File: src/rtl/seg7_pkg.sv
// Shared types and glyph table for the multiplexed seven-segment driver.
// All patterns are active-low {g,f,e,d,c,b,a}; pin polarity is applied at the output register.
package seg7_pkg;

    typedef enum logic [1:0] {BLANK, ON, DEAD} scan_state_t;

    localparam logic [6:0] SEG_OFF = 7'h7F;
    localparam logic [6:0] GLYPH_0 = 7'h40;
    localparam logic [6:0] GLYPH_1 = 7'h79;
    localparam logic [6:0] GLYPH_2 = 7'h24;
    localparam logic [6:0] GLYPH_3 = 7'h30;
    localparam logic [6:0] GLYPH_4 = 7'h19;
    localparam logic [6:0] GLYPH_5 = 7'h12;
    localparam logic [6:0] GLYPH_6 = 7'h02;
    localparam logic [6:0] GLYPH_7 = 7'h78;
    localparam logic [6:0] GLYPH_8 = 7'h00;
    localparam logic [6:0] GLYPH_9 = 7'h10;
    localparam logic [6:0] GLYPH_A = 7'h08;
    localparam logic [6:0] GLYPH_B = 7'h03;
    localparam logic [6:0] GLYPH_C = 7'h46;
    localparam logic [6:0] GLYPH_D = 7'h21;
    localparam logic [6:0] GLYPH_E = 7'h06;
    localparam logic [6:0] GLYPH_F = 7'h0E;

    function automatic logic [6:0] seg7_encode(input logic [3:0] value, input logic hex_mode);
        logic [6:0] pattern;
        case (value)
            4'h0: pattern = GLYPH_0;
            4'h1: pattern = GLYPH_1;
            4'h2: pattern = GLYPH_2;
            4'h3: pattern = GLYPH_3;
            4'h4: pattern = GLYPH_4;
            4'h5: pattern = GLYPH_5;
            4'h6: pattern = GLYPH_6;
            4'h7: pattern = GLYPH_7;
            4'h8: pattern = GLYPH_8;
            4'h9: pattern = GLYPH_9;
            4'hA: pattern = hex_mode ? GLYPH_A : SEG_OFF;
            4'hB: pattern = hex_mode ? GLYPH_B : SEG_OFF;
            4'hC: pattern = hex_mode ? GLYPH_C : SEG_OFF;
            4'hD: pattern = hex_mode ? GLYPH_D : SEG_OFF;
            4'hE: pattern = hex_mode ? GLYPH_E : SEG_OFF;
            default: pattern = hex_mode ? GLYPH_F : SEG_OFF;
        endcase
        return pattern;
    endfunction

endpackage

File: src/rtl/seg7_scan_timer.sv
// Scan sequencer: ON/DEAD dwell counters, BLANK/ON/DEAD state machine and digit index.
// Any loss of valid (or a clear) returns the scan to BLANK at digit 0.
module seg7_scan_timer
    import seg7_pkg::*;
#(
    parameter int NUM_DIGITS  = 4,
    parameter int REFRESH_DIV = 100000,
    parameter int DEAD_CYCLES = 8,
    parameter int IDX_W       = (NUM_DIGITS > 1) ? $clog2(NUM_DIGITS) : 1
) (
    input  logic              clk,
    input  logic              rst_n,
    input  logic              clear,
    input  logic              valid,
    output scan_state_t       state,
    output logic [IDX_W-1:0]  idx
);

    localparam int SCAN_W  = (REFRESH_DIV > 1) ? $clog2(REFRESH_DIV) : 1;
    localparam int DEAD_TC = (DEAD_CYCLES > 0) ? DEAD_CYCLES - 1 : 0;
    localparam int DEAD_W  = (DEAD_TC > 0) ? $clog2(DEAD_TC + 1) : 1;

    scan_state_t        state_nxt;
    logic [SCAN_W-1:0]  scan_cnt, scan_cnt_nxt;
    logic [DEAD_W-1:0]  dead_cnt, dead_cnt_nxt;
    logic [IDX_W-1:0]   idx_nxt, idx_inc;
    logic               scan_tc, dead_tc;

    always_ff @(posedge clk or negedge rst_n) begin
        if (!rst_n) begin
            state    <= BLANK;
            scan_cnt <= '0;
            dead_cnt <= '0;
            idx      <= '0;
        end else begin
            state    <= state_nxt;
            scan_cnt <= scan_cnt_nxt;
            dead_cnt <= dead_cnt_nxt;
            idx      <= idx_nxt;
        end
    end

    always_comb begin
        state_nxt    = state;
        scan_cnt_nxt = scan_cnt;
        dead_cnt_nxt = dead_cnt;
        idx_nxt      = idx;
        if (clear || !valid) begin
            state_nxt    = BLANK;
            scan_cnt_nxt = '0;
            dead_cnt_nxt = '0;
            idx_nxt      = '0;
        end else begin
            case (state)
                BLANK: begin
                    state_nxt    = ON;
                    scan_cnt_nxt = '0;
                    idx_nxt      = '0;
                end
                ON: begin
                    if (scan_tc) begin
                        scan_cnt_nxt = '0;
                        // Without dead time the next digit follows back-to-back
                        if (DEAD_CYCLES == 0) begin
                            idx_nxt = idx_inc;
                        end else begin
                            state_nxt    = DEAD;
                            dead_cnt_nxt = '0;
                        end
                    end else begin
                        scan_cnt_nxt = scan_cnt + 1'b1;
                    end
                end
                DEAD: begin
                    if (dead_tc) begin
                        state_nxt    = ON;
                        dead_cnt_nxt = '0;
                        idx_nxt      = idx_inc;
                    end else begin
                        dead_cnt_nxt = dead_cnt + 1'b1;
                    end
                end
                default: state_nxt = BLANK;
            endcase
        end
    end

    always_comb begin
        scan_tc = (scan_cnt == SCAN_W'(REFRESH_DIV - 1));
        dead_tc = (dead_cnt == DEAD_W'(DEAD_TC));
        idx_inc = (idx == IDX_W'(NUM_DIGITS - 1)) ? '0 : idx + 1'b1;
    end

endmodule

File: src/rtl/seg7_scan_controller.sv
// Multiplexed N-digit seven-segment driver: shadow registers, blink counter,
// glyph encode and a single output register stage that also applies pin polarity.
module seg7_scan_controller
    import seg7_pkg::*;
#(
    parameter int NUM_DIGITS  = 4,
    parameter int REFRESH_DIV = 100000,
    parameter int DEAD_CYCLES = 8,
    parameter int HEX_MODE    = 0,
    parameter int BLINK_BITS  = 24,
    parameter int SEG_ACT_LOW = 1
) (
    input  logic                    clk,
    input  logic                    rst_n,
    input  logic                    clear,
    input  logic                    load,
    input  logic [4*NUM_DIGITS-1:0] digits_in,
    input  logic [NUM_DIGITS-1:0]   dp_in,
    input  logic [NUM_DIGITS-1:0]   blank_in,
    input  logic                    blink_en,
    output logic [6:0]              seg,
    output logic                    decimalPoint,
    output logic [NUM_DIGITS-1:0]   an,
    output logic                    valid
);

    localparam int IDX_W = (NUM_DIGITS > 1) ? $clog2(NUM_DIGITS) : 1;
    localparam logic [6:0]            SEG_PIN_OFF = (SEG_ACT_LOW != 0) ? 7'h7F : 7'h00;
    localparam logic [NUM_DIGITS-1:0] AN_PIN_OFF  = (SEG_ACT_LOW != 0) ? {NUM_DIGITS{1'b1}} : '0;

    if (NUM_DIGITS < 1 || NUM_DIGITS > 8) begin : g_bad_digits
        $fatal(1, "seg7_scan_controller: NUM_DIGITS must be 1..8");
    end
    if (REFRESH_DIV < 2) begin : g_bad_refresh
        $fatal(1, "seg7_scan_controller: REFRESH_DIV must be >= 2");
    end
    if (DEAD_CYCLES < 0) begin : g_bad_dead
        $fatal(1, "seg7_scan_controller: DEAD_CYCLES must be >= 0");
    end
    if (HEX_MODE != 0 && HEX_MODE != 1) begin : g_bad_hex
        $fatal(1, "seg7_scan_controller: HEX_MODE must be 0 or 1");
    end
    if (BLINK_BITS < 1) begin : g_bad_blink
        $fatal(1, "seg7_scan_controller: BLINK_BITS must be >= 1");
    end
    if (SEG_ACT_LOW != 0 && SEG_ACT_LOW != 1) begin : g_bad_pol
        $fatal(1, "seg7_scan_controller: SEG_ACT_LOW must be 0 or 1");
    end

    logic [4*NUM_DIGITS-1:0] digits_sh;
    logic [NUM_DIGITS-1:0]   dp_sh, blank_sh;
    logic [BLINK_BITS-1:0]   blink_cnt;
    scan_state_t             state;
    logic [IDX_W-1:0]        idx;

    logic [3:0]              cur_val;
    logic                    lit;
    logic [6:0]              seg_p0;
    logic                    dp_p0;
    logic [NUM_DIGITS-1:0]   an_p0;

    seg7_scan_timer #(
        .NUM_DIGITS  (NUM_DIGITS),
        .REFRESH_DIV (REFRESH_DIV),
        .DEAD_CYCLES (DEAD_CYCLES),
        .IDX_W       (IDX_W)
    ) u_timer (
        .clk   (clk),
        .rst_n (rst_n),
        .clear (clear),
        .valid (valid),
        .state (state),
        .idx   (idx)
    );

    // Shadow contents are only meaningful while valid, so they carry no reset
    always_ff @(posedge clk) begin
        if (load && !clear) begin
            digits_sh <= digits_in;
            dp_sh     <= dp_in;
            blank_sh  <= blank_in;
        end
    end

    always_ff @(posedge clk or negedge rst_n) begin
        if (!rst_n) begin
            valid     <= 1'b0;
            blink_cnt <= '0;
        end else if (clear) begin
            valid     <= 1'b0;
            blink_cnt <= '0;
        end else begin
            if (load) begin
                valid <= 1'b1;
            end
            if (valid) begin
                blink_cnt <= blink_cnt + 1'b1;
            end
        end
    end

    // Stage p0: combinational glyph selection for the active digit
    always_comb begin
        cur_val = digits_sh[{idx, 2'b00} +: 4];
        lit     = (state == ON) && !blank_sh[idx] && !(blink_en && blink_cnt[BLINK_BITS-1]);
        seg_p0  = lit ? seg7_encode(cur_val, HEX_MODE != 0) : SEG_OFF;
        dp_p0   = lit && dp_sh[idx];
        an_p0   = (state == ON) ? (NUM_DIGITS'(1) << idx) : '0;
    end

    // Stage p1: registered pins with polarity applied
    always_ff @(posedge clk or negedge rst_n) begin
        if (!rst_n) begin
            seg          <= SEG_PIN_OFF;
            an           <= AN_PIN_OFF;
            decimalPoint <= 1'b0;
        end else begin
            seg          <= (SEG_ACT_LOW != 0) ? seg_p0 : ~seg_p0;
            an           <= (SEG_ACT_LOW != 0) ? ~an_p0 : an_p0;
            decimalPoint <= dp_p0;
        end
    end

endmodule

File: config.mk
export PLATFORM = sky130hd
export DESIGN_NAME = seg7_scan_controller
export DESIGN_NICKNAME = d
export VERILOG_FILES = /design/src/rtl/seg7_pkg.sv /design/src/rtl/seg7_scan_timer.sv /design/src/rtl/seg7_scan_controller.sv
export SDC_FILE = /design/constraint.sdc
export NUM_CORES = 1
export LEC_CHECK = 0
export CORE_AREA = 2 2 109 69
export CTS_CLUSTER_DIAMETER = 60
export DETAILED_ROUTE_END_ITERATION = 16
export DIE_AREA = 0 0 111 71
export PLACE_DENSITY = 0.85
export RECOVER_POWER = 50
export SLEW_MARGIN = 15
export SYNTH_ARGS = -nofsm -noshare
export SYNTH_HDL_FRONTEND = slang
export SYNTH_SLANG_ARGS = --single-unit
File: constraint.sdc
create_clock -name clk -period 3.6 [get_ports clk]
set_clock_uncertainty 0.2 [all_clocks]
set_input_delay 0.54 -clock clk [delete_from_list [all_inputs] [get_ports clk]]
set_output_delay 0.54 -clock clk [all_outputs]
set_load 0.02 [all_outputs]
* Word-level counts from Yosys, hierarchy flattened
Memory sizes are Yosys's and may differ from the RTL's. Cells that the tools add are included. W data, S select, Z words.
Word-level totals: flip-flop bits (word level) 85, bits in read-only memories 112, input bits 29, output and inout port bits 13, memories kept 1
Operators by class: add/sub/neg operators 4, $lt $le $gt $ge 1, eq/ne operators 7, shift operators 2, multiplexer cells 25, bitwise gates (word level) 1, reduce and logical (&&, ||, !) cells 19
Memory list:
- (name not given) | words 16, bits a word 7, rd ports 1, clocked after memory_dff 0, wr ports 0, RTL line seg7_pkg.sv:27 | case (value)
Operators with widths (count):
- $mux W24 | 2
- $mux W17 | 2
- $pmux W17 S2 | 1
- $add A24 B1 Y24 const B | 1
- $add A17 B1 Y17 const B | 1
- $eq A17 B17 Y1 const B | 1
- $shiftx A16 B5 Y4 | 1
- $mux W2 | 6
- $mux W3 | 3
- $reduce_bool A3 Y1 | 3
- $mux W7 | 1
- $ne A3 B1 Y1 const B | 2
- $pmux W2 S3 | 1
- $pmux W3 S2 | 1
- $reduce_and A2 Y1 | 3
- $logic_and A1 B1 Y1 | 5
- $bmux W1 S2 | 2
- $eq A2 B2 Y1 const B | 2
- $logic_not A1 Y1 | 4
- $mux W1 | 4
- $mux W4 | 1
- $not A4 Y4 | 1
- $pmux W2 S2 | 1
- $reduce_bool A2 Y1 | 2
- other kinds (8) | 8

* Logic depth before layout (Yosys ltp)
depth in word-level cells 6, mapped depth 7, gate-level depth less buffers 7

* Cells and area by module
From an unflattened synthesis, not the netlist that was laid out.
Second synthesis, totals: cells, all modules 348, area total of the unflattened synthesis 4067.7 µm²
By module, submodules not included:
- seg7_scan_controller | times used 1, cells each 219, area an instance 2787.7 µm², sequential area each 1660.3 µm²
- seg7_scan_timer | times used 1, cells each 129, area an instance 1280.0 µm², sequential area each 600.6 µm²

* Least setup slack after synthesis
No wires, ideal clock.
kind input -> register, from input clear, to register blank_sh[0] (enable), arrival 1.863 ns, data required time 2.992 ns, slack 1.129 ns, cell stages on the path 2, path buffers 1, cell sequence clkbuf_1 nor2b_1
On the way: word-level cells in the longest chain between the ends 2
Ends and longest elaborated chain:
- start, declared | RTL line seg7_scan_controller.sv:15 | input logic clear,
- $logic_not A1 Y1 | RTL line seg7_scan_controller.sv:78 | if (load && !clear) begin
- $logic_and A1 B1 Y1 | RTL line seg7_scan_controller.sv:78
- end signal, assigned | RTL line seg7_scan_controller.sv:81 | blank_sh <= blank_in;
- end, declared | RTL line seg7_scan_controller.sv:51 | logic [NUM_DIGITS-1:0] dp_sh, blank_sh;
No other way between the ends. A chain may end at the register's enable or synchronous reset.

* Final worst setup path
from input clear, to register u_timer.scan_cnt[7]
On the way: word-level cells in the longest chain between the ends 2
Ends and longest elaborated chain:
- $logic_or A1 B1 Y1 * | RTL line seg7_scan_timer.sv:48 | if (clear || !valid) begin
- $reduce_bool A3 Y1 (no source line) / $mux W17 (equally long branches)
- end signal, assigned | RTL line seg7_scan_timer.sv:37 | scan_cnt <= scan_cnt_nxt;
- end, declared | RTL line seg7_scan_timer.sv:24 | logic [SCAN_W-1:0] scan_cnt, scan_cnt_nxt;
Every way passes the cells marked *; elsewhere a longest branch is shown, timed or not.

==> out/qor.csv <==
metric;value;unit
share of the synthesized area in the top cell type;0.3074;
status;finished, final reports clean;
Post-Route WL;8.818;mm
CTS Sinks;85;
DR iter-0 viols;368;
# DRC;0;
Final period util;0.7032;
vias in the first global route;3023;
Seq/Total Area, Yosys;0.5555;
footprint of the multi-input gates;1707;um^2
1st-pass router iterations;7;
synthesized cell area;4070;um^2
IO Count;42;
Mapped Cells;372;
routability cong.;0.9331;
setup violators final;0;
Slew HR;0.3984;
fill cell count;497;
Final Hold Viols;0;
first-pass GRT wire length;14.94;mm
Routed WL per cell;17.19;um
Vias;3000;
Die X;111;um
Core Box Area;6937;um^2
worst-margin pin slew;895.6;ps
WP data required;3660;ps
Initial Util;0.5868;
worst slack at placement;823.4;ps
post-synth cell types;45;
Top FF cell, synth;dfrtp_1;
Yosys top cell by area;dfrtp_1;
final worst setup slack;1069;ps
antenna violations before repair;0;
post-route non-filler standard cell count;513;
FF+latch count, synth;85;
Via density;5.848;
TritonCTS Buffers;9;
critical path startpoint category;primary input;
Async SR Flop Fraction;0.7176;
area added between synthesis and finish;19.55;%
CTS tree;yes;
Post-synth EDFFs;24;
die height;71;um
share of cells above drive strength 1;0.1137;
H-tree levels;3;
nets@finish;463;
FF+latch area;2261;um^2
class of the worst hold path;in -> async;
largest net degree at the start of global routing;51;
max_cap viols;0;
YS warnings;0;
clock slew at reported path FFs;60;ps
total grt overflow;0;
top post-synthesis cells by area;dfrtp_1 (31%), edfxtp_1 (18%), dfstp_2 (7.1%);
root buf cell;clkbuf_16;
diodes inserted;0;
RSZ-0062 raised after global routing;false;
min cycle time layout;2531;ps
critical path arrival;2590;ps
PortBufs;41;
post-layout util;0.7015;
dpl hpwl;6.061;mm
maximum vdd ir drop;0.0004136;V
Die Area;7881;um^2
clock tree buffer depth;2;
placed cells;497;
Row Count;24;
Area after DPL;4581;um^2
Resize count post-CTS;0;
crit path kind;in -> reg;
total negative slack;0;ps
hold buffers post-CTS;0;
Peak Freq;0.3950;GHz
Max Slew Vio Count;0;
GR Util All Layers;0.2482;
PwrDens;422.6;nW/um^2
CP max FO;8;
Detail Route Antenna Nets;0;
final instance area;4866;um^2
post-CTS setup buffer count;0;
syn nets;418;
Avg Inst Size Synth;10.94;um^2
clk_lat worst skew;340;ps
endpoint class of the critical path;flip-flop;
leakage power figure;1.917;nW
critical path, stage by stage:
cell and delay (ps):
dlygate4sd3_1 550, nor2b_1 260, nand2_1 230, a21oi_1 530, buf_4 260, a21oi_1 70
o21ai_0 150
kinds of logic (layout without fill, tap and decap cells):
family | count (synthesis) | in the layout | synth area share
AO/OA/AOI/OAI | 48 | 48 | 0.07101
buffers and inverters | 27 | 77 | 0.02582
adder cells (fa/ha/maj) | 17 | 17 | 0.05226
flip-flops | 85 | 85 | 0.5555
multiplexers | 12 | 12 | 0.04580
AND/OR/NAND/NOR | 157 | 157 | 0.1937
XOR/XNOR | 26 | 26 | 0.05595
routing by layer:
layer	GRT usage	part of all wire	wire length, um	vias up
li1	-	-	-	1406
met1	0.3435	0.45	3953	1462
met2	0.3831	0.47	4142	115
met3	0.07284	0.064	561	17
met4	0.08472	0.018	160	0
met5	0	0	0	-
worst paths after layout:
kind                                      startpoint                    to  slack [ps]  depth (start not counted)
worst max-delay path                           clear   u_timer.scan_cnt[7]        1070                          7
worst min-delay path                           rst_n         blink_cnt[13]          10                          1
worst max register to register      u_timer.state[1]   u_timer.scan_cnt[7]        1090                          7
worst min register to register  u_timer.scan_cnt[14]  u_timer.scan_cnt[14]         330                          2
max in group asynchronous                      rst_n   u_timer.dead_cnt[2]        2210                          2
min in group clk                u_timer.scan_cnt[14]  u_timer.scan_cnt[14]         330                          2
synth_stat cells (2+ instances only):
| library cell | instances |
|---|---|
| dfrtp_1 | 50 |
| inv_1 | 15 |
| nor3_1 | 5 |
| buf_2 | 3 |
| edfxtp_1 | 24 |
| mux2_2 | 3 |
| clkbuf_1 | 9 |
| o21ai_0 | 19 |
| dfstp_2 | 11 |
| nor2b_1 | 4 |
| nor4_1 | 3 |
| a211oi_1 | 3 |
| nand2b_1 | 3 |
| and2_1 | 2 |
| or3_1 | 7 |
| a21oi_1 | 13 |
| nand3_1 | 15 |
| xnor2_1 | 8 |
| ha_1 | 17 |
| nand4_1 | 15 |
| mux4_2 | 5 |
| o211ai_1 | 2 |
| and4_1 | 2 |
| mux2i_1 | 4 |
| or4_1 | 3 |
| a22oi_1 | 2 |
| xor2_1 | 18 |
| and3_1 | 8 |
| nand2_1 | 43 |
| nor2_1 | 41 |
state kept, by name (all words and copies together), names as in the netlist, 2 cells and up:
name / flops
an: 4
u_timer.state: 2
u_timer.idx: 2
dp_sh: 4
seg: 7
blink_cnt: 24
digits_sh: 16
blank_sh: 4
u_timer.dead_cnt: 3
u_timer.scan_cnt: 17
through the flow:
stage	power, mW	hold slack (ps)
after floorplan	1.131	44.41
after global placement	1.200	289.1
after detailed placement	1.206	300.6
after CTS	2.074	228.2
after global routing	2.132	74.95
final	2.057	11.59
cell type report:
cell class              count  share of cell area
clock buffers              10             0.05143
well taps                  91             0.02340
multi-input cells         260              0.3507
inverters                  15             0.01157
repair buffers             46             0.09077
flip-flops and latches     85              0.4646
clock inverters             6            0.007457
placed cells by master (no fill, tap or decap), types with 7 or more instances in the layout:
master | Yosys | routed
xor2_1 | 18 | 18
clkdlybuf4s50_1 | 0 | 15
edfxtp_1 | 24 | 24
dfrtp_1 | 50 | 50
o21ai_0 | 19 | 19
nor2_1 | 41 | 41
inv_1 | 15 | 15
nand4_1 | 15 | 15
xnor2_1 | 8 | 8
nand3_1 | 15 | 15
a21oi_1 | 13 | 13
dfstp_2 | 11 | 11
nand2_1 | 43 | 43
dlygate4sd3_1 | 0 | 25
ha_1 | 17 | 17
and3_1 | 8 | 8
clkbuf_16 | 0 | 10
or3_1 | 7 | 7
where the power goes:
| group | internal, mW | total [mW] | switching (mW) |
|---|---|---|---|
| combinational | 0.0622 | 0.144 | 0.0822 |
| sequential | 1.03 | 1.04 | 0.0143 |
| clock | 0.505 | 0.871 | 0.366 |
| total | 1.59 | 2.06 | 0.463 |
Note: power is estimated with default switching activity, not from simulation.
